==> config.mk <==
export PLATFORM = sky130hd
export DESIGN_NAME = cascaded_counter_chain
export DESIGN_NICKNAME = d
export VERILOG_FILES = /design/src/rtl/cascaded_counter_pkg.sv /design/src/rtl/counter_stage.sv /design/src/rtl/cascaded_counter_chain.sv
export SDC_FILE = /design/constraint.sdc
export NUM_CORES = 1
export LEC_CHECK = 0
export ABC_AREA = 1
export BUFFER_PORTS_ARGS = -buffer_cell sky130_fd_sc_hd__buf_2
export CAP_MARGIN = 10
export CORE_UTILIZATION = 47
export DETAILED_ROUTE_END_ITERATION = 10
export GPL_TIMING_DRIVEN = 0
export HOLD_SLACK_MARGIN = 0.02
export PLACE_DENSITY = 0.76
export SLEW_MARGIN = 20
export SYNTH_ARGS = -nofsm -noshare
export SYNTH_HDL_FRONTEND = slang
export SYNTH_SLANG_ARGS = --single-unit
==> constraint.sdc <==
create_clock -name CK -period 1.9 [get_ports CK]
set_clock_uncertainty 0.15 [all_clocks]
set_input_delay 0.19 -clock CK [delete_from_list [all_inputs] [get_ports CK]]
set_output_delay 0.19 -clock CK [all_outputs]
set_load 0.1 [all_outputs]
==> src/rtl/cascaded_counter_pkg.sv <==
// Shared types and helpers for the cascaded digit counter chain.
// Holds the FSM state encoding, digit saturation and parameter legality check.
package cascaded_counter_pkg;

  typedef enum logic [1:0] {
    ST_IDLE = 2'd0,
    ST_RUN  = 2'd1,
    ST_DONE = 2'd2
  } state_t;

  localparam int MIN_STAGES = 1;
  localparam int MAX_STAGES = 8;
  localparam int MIN_MOD    = 2;

  // Clamp a loaded digit into the legal range 0..modulus-1.
  function automatic int unsigned sat_digit(input int unsigned v, input int unsigned modulus);
    return (v >= modulus) ? modulus - 1 : v;
  endfunction

  function automatic bit params_ok(input int stages, input int w, input int modulus);
    return (stages >= MIN_STAGES) && (stages <= MAX_STAGES) && (w >= 1) && (w <= 31) &&
           (modulus >= MIN_MOD) && (longint'(modulus) <= (longint'(1) << w));
  endfunction

endpackage

==> src/rtl/counter_stage.sv <==
// One modulo-STAGE_MOD digit of the chain; increments when carry_in is high.
// Latency: digit updates at the clock edge that samples carry_in; tc is combinational.
// Backpressure: none; clr > load > carry_in.
module counter_stage
  import cascaded_counter_pkg::*;
#(
  parameter int STAGE_W   = 4,
  parameter int STAGE_MOD = 16
) (
  input  logic               CK,
  input  logic               RSTN,
  input  logic               clr,
  input  logic               load,
  input  logic [STAGE_W-1:0] load_digit,
  input  logic               carry_in,
  output logic [STAGE_W-1:0] digit,
  output logic               tc
);

  localparam logic [STAGE_W-1:0] MAXD = STAGE_W'(STAGE_MOD - 1);

  assign tc = carry_in && (digit == MAXD);

  always_ff @(posedge CK) begin
    if (!RSTN) begin
      digit <= '0;
    end else if (clr) begin
      digit <= '0;
    end else if (load) begin
      digit <= STAGE_W'(sat_digit(32'(load_digit), STAGE_MOD));
    end else if (carry_in) begin
      digit <= tc ? '0 : digit + STAGE_W'(1);
    end
  end

endmodule

==> src/rtl/cascaded_counter_chain.sv <==
// Chain of STAGES modulo-STAGE_MOD digits with run-control FSM, load, compare and wrap/overflow flags.
// Latency: EN sampled at edge n updates CNT at edge n; MATCH/WRAP/OVF/BUSY/DONE aligned with CNT.
// Backpressure: none; EN gates counting, priority RSTN > CLR > LOAD > START > count.
module cascaded_counter_chain
  import cascaded_counter_pkg::*;
#(
  parameter int STAGES    = 3,
  parameter int STAGE_W   = 4,
  parameter int STAGE_MOD = 16
) (
  input  logic                        CK,
  input  logic                        RSTN,
  input  logic                        EN,
  input  logic                        CLR,
  input  logic                        START,
  input  logic                        MODE,
  input  logic                        LOAD,
  input  logic [STAGES*STAGE_W-1:0]   LOAD_VAL,
  input  logic [STAGES*STAGE_W-1:0]   CMP_VAL,
  output logic [STAGES*STAGE_W-1:0]   CNT,
  output logic [STAGES-1:0]           STAGE_TC,
  output logic                        MATCH,
  output logic                        WRAP,
  output logic                        OVF,
  output logic                        BUSY,
  output logic                        DONE
);

  localparam int                 N    = STAGES * STAGE_W;
  localparam logic [STAGE_W-1:0] MAXD = STAGE_W'(STAGE_MOD - 1);

  if (!params_ok(STAGES, STAGE_W, STAGE_MOD)) begin : g_bad_params
    $error("cascaded_counter_chain: illegal STAGES/STAGE_W/STAGE_MOD combination");
  end

  state_t             state;
  logic               mode_l;
  logic [STAGES-1:0]  carry;
  logic [STAGES-1:0]  tc;
  logic [N-1:0]       next_cnt;
  logic               chain_term;
  logic               load_eff;
  logic               restart;
  logic               hold_max;
  logic               wrap_evt;
  logic               stg_clr;
  logic               stg_load;
  logic               match_n;

  assign chain_term = tc[STAGES-1];
  assign load_eff   = LOAD && !CLR;
  assign restart    = START && !CLR && !LOAD && (state == ST_DONE);
  // One-shot terminal: reload all-max so the chain holds instead of wrapping.
  assign hold_max   = chain_term && mode_l && !CLR && !LOAD;
  assign wrap_evt   = chain_term && !mode_l && !CLR && !LOAD;
  assign stg_clr    = CLR || restart;
  assign stg_load   = load_eff || hold_max;
  assign STAGE_TC   = tc;

  for (genvar k = 0; k < STAGES; k++) begin : g_stage
    logic [STAGE_W-1:0] dig;
    logic [STAGE_W-1:0] ldd;
    logic [STAGE_W-1:0] nd;

    if (k == 0) begin : g_c0
      assign carry[k] = EN && (state == ST_RUN);
    end else begin : g_cn
      assign carry[k] = tc[k-1];
    end

    assign ldd = LOAD ? LOAD_VAL[k*STAGE_W +: STAGE_W] : MAXD;

    counter_stage #(
      .STAGE_W   (STAGE_W),
      .STAGE_MOD (STAGE_MOD)
    ) u_stage (
      .CK         (CK),
      .RSTN       (RSTN),
      .clr        (stg_clr),
      .load       (stg_load),
      .load_digit (ldd),
      .carry_in   (carry[k]),
      .digit      (dig),
      .tc         (tc[k])
    );

    // Next-state view of this digit, used only for the compare pulse.
    always_comb begin
      nd = dig;
      if (stg_clr) begin
        nd = '0;
      end else if (stg_load) begin
        nd = STAGE_W'(sat_digit(32'(ldd), STAGE_MOD));
      end else if (carry[k]) begin
        nd = tc[k] ? '0 : dig + STAGE_W'(1);
      end
    end

    assign CNT[k*STAGE_W +: STAGE_W]      = dig;
    assign next_cnt[k*STAGE_W +: STAGE_W] = nd;
  end

  assign match_n = (next_cnt == CMP_VAL) && ((next_cnt != CNT) || load_eff);

  always_ff @(posedge CK) begin
    if (!RSTN) begin
      MATCH <= 1'b0;
      WRAP  <= 1'b0;
      OVF   <= 1'b0;
    end else begin
      MATCH <= match_n;
      WRAP  <= wrap_evt;
      if (CLR) begin
        OVF <= 1'b0;
      end else if (wrap_evt) begin
        OVF <= 1'b1;
      end
    end
  end

  always_ff @(posedge CK) begin
    if (!RSTN) begin
      state  <= ST_IDLE;
      mode_l <= 1'b0;
      BUSY   <= 1'b0;
      DONE   <= 1'b0;
    end else if (CLR) begin
      state <= ST_IDLE;
      BUSY  <= 1'b0;
      DONE  <= 1'b0;
    end else if (!LOAD) begin
      case (state)
        ST_IDLE: begin
          if (START) begin
            state  <= ST_RUN;
            mode_l <= MODE;
            BUSY   <= 1'b1;
          end
        end
        ST_RUN: begin
          if (chain_term && mode_l) begin
            state <= ST_DONE;
            BUSY  <= 1'b0;
            DONE  <= 1'b1;
          end
        end
        ST_DONE: begin
          if (START) begin
            state <= ST_RUN;
            BUSY  <= 1'b1;
            DONE  <= 1'b0;
          end
        end
        default: begin
          state <= ST_IDLE;
          BUSY  <= 1'b0;
          DONE  <= 1'b0;
        end
      endcase
    end
  end

endmodule
Word-level counts from Yosys, hierarchy flattened. Index checks and enable logic that the tools add are counted. Widths: inputs -> output; s select.

Add/sub/neg operators: 3. Mux-type cells: 24. Magnitude comparators: 0. Reduce and logical (&&, ||, !) cells: 27. Bitwise operators: 4. Shift-type cells: 0. Equality and inequality tests: 10. Multipliers: 0. Divide/modulo/power cells: 0.

Operator list (count): $mux 4 (15); $logic_and 1x1->1 (15); $add 4x1->4 const B (3); $eq 12x12->1 (1); $eq 4x4->1 const B (3); $ne 12x12->1 (1); $reduce_and 4->1 (2); $mux 1 (4); $mux 2 (2); $ne 2x1->1 const B (2); $not 1->1 (4); $pmux 2 s2 (1); $reduce_or 2->1 (2); $logic_not 1->1 (3); $logic_or 1x1->1 (3); $pmux 1 s3 (1); $reduce_and 3->1 (1); $eq 2x1->1 const B (1); $eq 2x2->1 const B (1); $logic_not 2->1 (1); $ne 2x2->1 const B (1); $pmux 1 s2 (1).

Memories kept: 0. Logic and storage cells: 78. Register bits: 20. ROM bits: 0. Output and inout bits: 20. Bits in writable memories: 0. Bits in latches: 0.

Logic depth before layout (Yosys ltp). Gate-level depths: netlist of the first run.

Word-level depth: 14. Depth in mapped cells: 17. Depth with buffers taken out: 16.

Hierarchy. A second synthesis of the first run with hierarchy kept.

Cell total of the unflattened synthesis: 391. Area, all modules: 2168.3 um^2.

By module, submodules not included: cascaded_counter_chain (sequential area each 160.2 um^2, times used 1, cells each 280, area each 1425.1 um^2); counter_stage (sequential area each 80.1 um^2, times used 3, cells each 37, area each 247.7 um^2).

Worst setup path after synthesis of the first run. Ideal clock, no wire load.

Kind: register -> register. Start point: reg g_stage[0].u_stage.digit[0]. End point: reg MATCH. Clock period less this slack: 2.891 ns. Setup slack: -0.991 ns. Stages on the path, launching flop included: 16. Library setup time: 0.111 ns. Arrival: 2.630 ns. Required time: 1.639 ns. Cells stage by stage: dfxtp_1 -> ha_1 -> nand3_1 -> nor2_4 -> nand2_4 -> nor2_8 -> nand3_4 -> buf_6 -> nand3_1 -> nand3_1 -> nand2_1 -> nand2_1 -> nor2_1 -> nand2_1 -> nor2_1 -> nor2_1.

Longest elaborated chain between the ends: 13.

Ends and longest elaborated chain: start: declaration (line counter_stage.sv:16) `output logic [STAGE_W-1:0] digit,`; start signal: assignment (line counter_stage.sv:30) `digit <= STAGE_W'(sat_digit(32'(load_digit), STAGE_MOD));`; start signal: assignment (line counter_stage.sv:32) `digit <= tc ? '0 : digit + STAGE_W'(1);`; $eq 4x4->1 (*) (line counter_stage.sv:22) `assign tc = carry_in && (digit == MAXD);`; $logic_and 1x1->1 (*) (3 in series) (line counter_stage.sv:22); named net chain_term (line cascaded_counter_chain.sv:41) `logic chain_term;`; $logic_and 1x1->1 (3 in series) (line cascaded_counter_chain.sv:54) `assign hold_max = chain_term && mode_l && !CLR && !LOAD;`; $logic_or 1x1->1 (line cascaded_counter_chain.sv:57) `assign stg_load = load_eff || hold_max;`; $mux 4 (on tied branches) (2 in series); $ne 12x12->1 (line cascaded_counter_chain.sv:103) `assign match_n = (next_cnt == CMP_VAL) && ((next_cnt != CNT) || load_eff);`; $logic_or 1x1->1 (line cascaded_counter_chain.sv:103); $logic_and 1x1->1 (*) (line cascaded_counter_chain.sv:103); end signal: assignment (line cascaded_counter_chain.sv:111) `MATCH <= match_n;`; end: declaration (line cascaded_counter_chain.sv:22) `output logic MATCH,`.

The timed path passes the listed nets; every way through them passes the cells marked *. A chain may end at the register's enable or synchronous reset.

Final worst setup path of the first run. Ends and elaborated chain as after synthesis.

==> results of run 1 <==
==> worst paths after layout <==
kind | startpoint | end | cells after the start
hold / removal | CLR | WRAP | 4
setup reg to reg | g_stage[0].u_stage.digit[0] | MATCH | 15
setup / recovery | g_stage[0].u_stage.digit[0] | MATCH | 15
hold reg to reg | OVF | OVF | 2
==> synth_stat cells (all sizes together) (3+ instances only) <==
cell    count  area [um2]
xor2        3        26.3
dfxtp      20         400
ha          3        37.5
buf         7        51.3
nand2      91         367
nand4       3        18.8
inv        31         116
nand3      39         250
a21oi       9        45.0
o21ai      11        55.1
nand3b      9        67.6
nor2       56         234
==> kinds of logic after synthesis <==
family	Yosys count	synth area share, %
XOR/XNOR	3	1.54
AND/OR/NAND/NOR	200	55.7
buffers and inverters	40	10.3
adder cells (fa/ha/maj)	3	2.20
AO/OA/AOI/OAI	22	6.75
flip-flops	20	23.5
==> stage by stage <==
step | util [%] | hold slack [ns] | cells | total power, mW | area, um2
finish | 72.6 | 0.0339 | 406 | 1.05 | 2480
global route | 72.6 | 0.0438 | 406 | 1.10 | 2480
CTS | 70.0 | 0.0203 | 402 | 1.03 | 2390
detailed placement | 62.2 | 0.290 | 384 | 0.747 | 2120
global placement | 62.2 | 0.284 | 384 | 0.743 | 2120
floorplan | - | 0.178 | 288 | 0.665 | 1820
==> sequential cells by signal (all words and copies together) (netlist names) <==
register               count
g_stage.u_stage.digit     12
BUSY                       1
DONE                       1
MATCH                      1
state                      2
WRAP                       1
mode_l                     1
OVF                        1
==> power breakdown <==
group	total, mW	switching, mW	internal, mW
clock	0.270	0.153	0.117
sequential	0.437	0.0164	0.421
combinational	0.341	0.224	0.117
==> routing by layer <==
metal	GRT usage, %	wire length, um	vias up
met4	8.72	90	0
met2	44.8	2370	60
met5	0	0	-
met3	3.31	263	11
met1	36.8	2320	904
li1	-	-	1061
==> critical path, cell delays in order (launching register included) <==
cell	delay, ns
dfxtp_4	0.39
ha_4	0.15
nand3_4	0.07
nor2_4	0.13
nand2_4	0.11
nor2_8	0.14
nand3_4	0.13
buf_16	0.18
nand3_2	0.08
nand3_2	0.10
nand2_1	0.09
nand2_1	0.09
nor2_2	0.12
nand2_1	0.06
nor2_1	0.09
nor2_1	0.05
==> repair_timing <==
item	4_1_cts	5_1_grt
pin swaps	12	9
gates cloned	1	0
setup buffers	10	4
gates resized for setup	26	20
endpoints found under the hold margin	1	0
setup endpoints to repair	5	13
hold buffers	3	0
==> final cells by class <==
cell class	count	area [um2]
Multi-Input combinational cell	228	1290
Sequential cell	20	443
Fill cell	284	935
Tap cell	46	57.6
Inverter	31	119
Timing Repair Buffer	68	462
Buffer	9	73.8
Clock buffer	4	36.3
==> results.toml, run 1 <==
[clock_network]
clk_pin_slew_ns = 0.13
clock_tree.root_cell = "clkbuf_4"
cts_tree = "done"
cts_made_buffers = 3
clock_sinks = 20
clkLatencyLatePin_ns = 0.32
htree_levels = 1
clock_path_buffers = 2

[timing]
post-route-period-util_pct = 116
period_minus_slack_ns = 2.21
clock.fmax_mhz = 453
finalSetupTns_ns = -0.551
slew_headroom_pct = 61.1
hold_viol_final = 0
setup_viol = 7
drv_slew = 0
worst_slew_pin_slew_ns = 0.583
rsz0062_at_grt = "true"
setup_ws_ns = -0.309

[finish]
diodes = 0
final_common_cell = "nand2_1"
nets = 395
drive_gt1_share_pct = 37.8
syn_to_final_growth_pct = 45.6
most-common-layout-cells = "78 x nand2_1, 50 x nor2_1, 48 x buf_2"

[synth]
synth_seq_area_share_pct = 23.5
synth_fp_nets = 322
yosys_most_used_dff = "dfxtp_1"
synthesis.area_um2 = 1700
postSynthRegisterBits = 20
ys_warn_count = 0
syn_inst = 288
synth-edff-count = 0
avgSynthCellArea_um2 = 5.92
yosysUniqueCellTypes = 24
async_reset_ff_share_pct = 0

[grt]
grt_max_degree = 12
antenna_found_initial = 0
globalRouteOverflowTotal = 0
grt_first_pass_wirelength_um = 8420
grt_pass1_vias = 1833
grt_util_all_layers_pct = 27.2

[route]
drcViolationCount = 0
drt-initial-drc-count = 163
post_drt_wl_per_cell_um = 12.4
wirelength_um = 5040
ant_nets = 0
viasPerCell = 5.01
drtPass1Iterations = 4
vias = 2036

[setup_path]
crit_type = "reg2reg"
reg2reg_slack_ns = -0.31
worstPathRequired_ns = 1.98
critPathLaunchType = "register"
crit_path_max_fanout = 6
crit_path_end_kind = "register"
crit_arrival_ns = 2.29

[placed_design]
place_ws_ns = -0.321
io_buffer_count = 50
gp_congestion = 0.828
dp_hpwl_um = 3580

[power_and_ir_drop]
peakVddDrop_v = 0.000290
leakagePower_nw = 1.34
power-per-cell-area_nw_per_um2 = 423

[floorplanning]
die_h_um = 62.2
die_w_um = 62.2
die_area_um2 = 3870
core_area_um2 = 3420
start_util_pct = 49.9
rows = 21
io_pins = 51

[job]
cap_violations = 0

[outcome]
violations = "setup timing"
status = "finished, violations left"

[hold_path]
min_path_type = "in2reg"
Note: power is estimated with default switching activity, not from simulation.
==> inputs of run 2 (changes only) <==
--- a/config.mk
+++ b/config.mk
@@ -9,6 +9,7 @@
 export BUFFER_PORTS_ARGS = -buffer_cell sky130_fd_sc_hd__buf_2
 export CAP_MARGIN = 10
 export CORE_UTILIZATION = 47
+export CTS_BUF_LIST = sky130_fd_sc_hd__clkbuf_16
 export DETAILED_ROUTE_END_ITERATION = 10
 export GPL_TIMING_DRIVEN = 0
 export HOLD_SLACK_MARGIN = 0.02
==> run 2 against run 1 <==
- the flow still finishes with violations (setup timing)
- die area unchanged
- first-iteration DRC count is 7.4% lower
- setup slack improved by 0.010 ns
- critical endpoint unchanged
==> results.toml, run 2 (synthesized netlist as in run 1, its figures left out) <==
[setup_path]
worstPathRequired_ns = 1.90
slowest_stage = "dfxtp_4"
crit_arrival_ns = 2.20
cp_cell_sequence = "ha_4 > nand3_4 > nor2_4 > nand2_4 > nor2_8 > nand3_4 > buf_16 > nand3_2 > nand3_2 > nand2_1 > nand2_1 > nor2_1 > nand2_1 > nor2_1 > nor2_1"
cpPeakStageDelay_ns = 0.36
crit_buf_inv = 1
crit_path_end_kind = "register"
crit_family = "simple AND/OR/NAND/NOR gates"
crit_path_max_fanout = 5
critPathLaunchType = "register"
crit_type = "reg2reg"

[clock_network]
cts_tree = "done"
cts_made_buffers = 3
htree_levels = 1
clk_pin_slew_ns = 0.06
clock_tree.root_cell = "clkbuf_16"
clock_path_buffers = 2
clock_sinks = 20
clkLatencyLatePin_ns = 0.26

[finish]
diodes = 0
largest_reg_flops = 12
final_common_cell = "nand2_1"
drive_gt1_share_pct = 36.3
fillers = 287
fin_cells = 399
postLayoutCoreUtil_pct = 70.6
syn_to_final_growth_pct = 41.6
most-common-layout-cells = "77 x nand2_1, 53 x nor2_1, 48 x buf_2"
regMostFlops = "g_stage.u_stage.digit"
nets = 388
top_regs = "g_stage.u_stage.digit x12, state x2"

[timing]
setup_viol = 7
post-route-period-util_pct = 116
drv_slew = 0
hold_viol_final = 0
worst_slew_pin_slew_ns = 0.586
holdWs_ns = 0.0664
slew_headroom_pct = 60.9
finalSetupTns_ns = -0.646
period_minus_slack_ns = 2.20
rsz0062_at_grt = "true"
setup_ws_ns = -0.299
clock.fmax_mhz = 455

[floorplanning]
start_util_pct = 49.9
die_h_um = 62.2
io_pins = 51
rows = 21
die_area_um2 = 3870
core_area_um2 = 3420
die_w_um = 62.2

[power_and_ir_drop]
peakVddDrop_v = 0.000426
leakagePower_nw = 1.31
power-per-cell-area_nw_per_um2 = 507
power_mw = 1.22

[route]
vias = 2085
drt-initial-drc-count = 151
ant_nets = 0
post_drt_wl_per_cell_um = 13.2
viasPerCell = 5.23
drtPass1Iterations = 4
drcViolationCount = 0
wirelength_um = 5270

[outcome]
violations = "setup timing"
status = "finished, violations left"

[grt]
grt_pass1_vias = 1930
antenna_found_initial = 0
globalRouteOverflowTotal = 0
grt_max_degree = 12
grt_first_pass_wirelength_um = 8790
grt_util_all_layers_pct = 28.4

[placed_design]
io_buffer_count = 50
dp.cells = 384
gp_congestion = 0.828
dp_hpwl_um = 3580

[hold_path]
min_path_type = "in2reg"

[job]
cap_violations = 0
run 2: cell count changes in the layout (fill, tap and decap cells not counted), sizes merged:
cell,previous run,this run
clkinv,0,1
buf,71,67
clkbuf,7,6
dlygate4sd3,3,0
run 2: path summary, 6_finish.rpt:
kind,startpoint,end,slack [ns],cells after the start
worst min-delay path,RSTN,mode_l,0.07,3
worst min register to register,OVF,OVF,0.30,2
worst max register to register,g_stage[0].u_stage.digit[0],MATCH,-0.30,15
worst max-delay path,g_stage[0].u_stage.digit[0],MATCH,-0.30,15
run 2: per-layer routing:
| layer | GRT usage, % | wire [um] | share of wire [%] |
|---|---|---|---|
| met1 | 35.9 | 2290 | 43 |
| met2 | 49.0 | 2520 | 48 |
| met3 | 4.23 | 372 | 7.1 |
| met4 | 9.30 | 88 | 1.7 |
| met5 | 0 | 0 | 0 |
run 2: cell type report:
class / instances / area (um2) / share of cell area, %
buffer: 9 / 70.1 / 2.90
clock buffer: 3 / 75.1 / 3.11
clock inverter: 1 / 3.75 / 0.156
inverter: 31 / 116 / 4.82
multi-input combinational: 228 / 1260 / 52.1
sequential: 20 / 443 / 18.4
tap: 46 / 57.6 / 2.39
timing repair buffer: 61 / 389 / 16.1
run 2: tightest hold or removal path, delay by kind of cell:
kind | cells | cell delay, ns
compound gates | 2 | 0.12
buf+inv | 1 | 0.11
run 2: stage by stage:
step           setup WS (ns)  cell area (um2)
2_1_floorplan         -0.305             1820
3_3_place_gp          -0.301             2120
3_5_place_dp          -0.321             2120
4_1_cts               -0.266             2350
5_1_grt               -0.422             2410
6_report              -0.299             2410
run 2: power breakdown:
part           switching [mW]  internal (mW)  leakage [nW]
combinational           0.224          0.106          1.10
clock                   0.173          0.281        0.0385
sequential             0.0170          0.421         0.172
total                   0.414          0.809          1.31
run 2: repair_timing:
| action | CTS | global route |
|---|---|---|
| setup buffers | 7 | 3 |
| gates resized for setup | 19 | 17 |
| hold buffers | 0 | 0 |
| cloned | 1 | 0 |
| setup endpoints to repair | 5 | 10 |
| pin swaps | 12 | 9 |
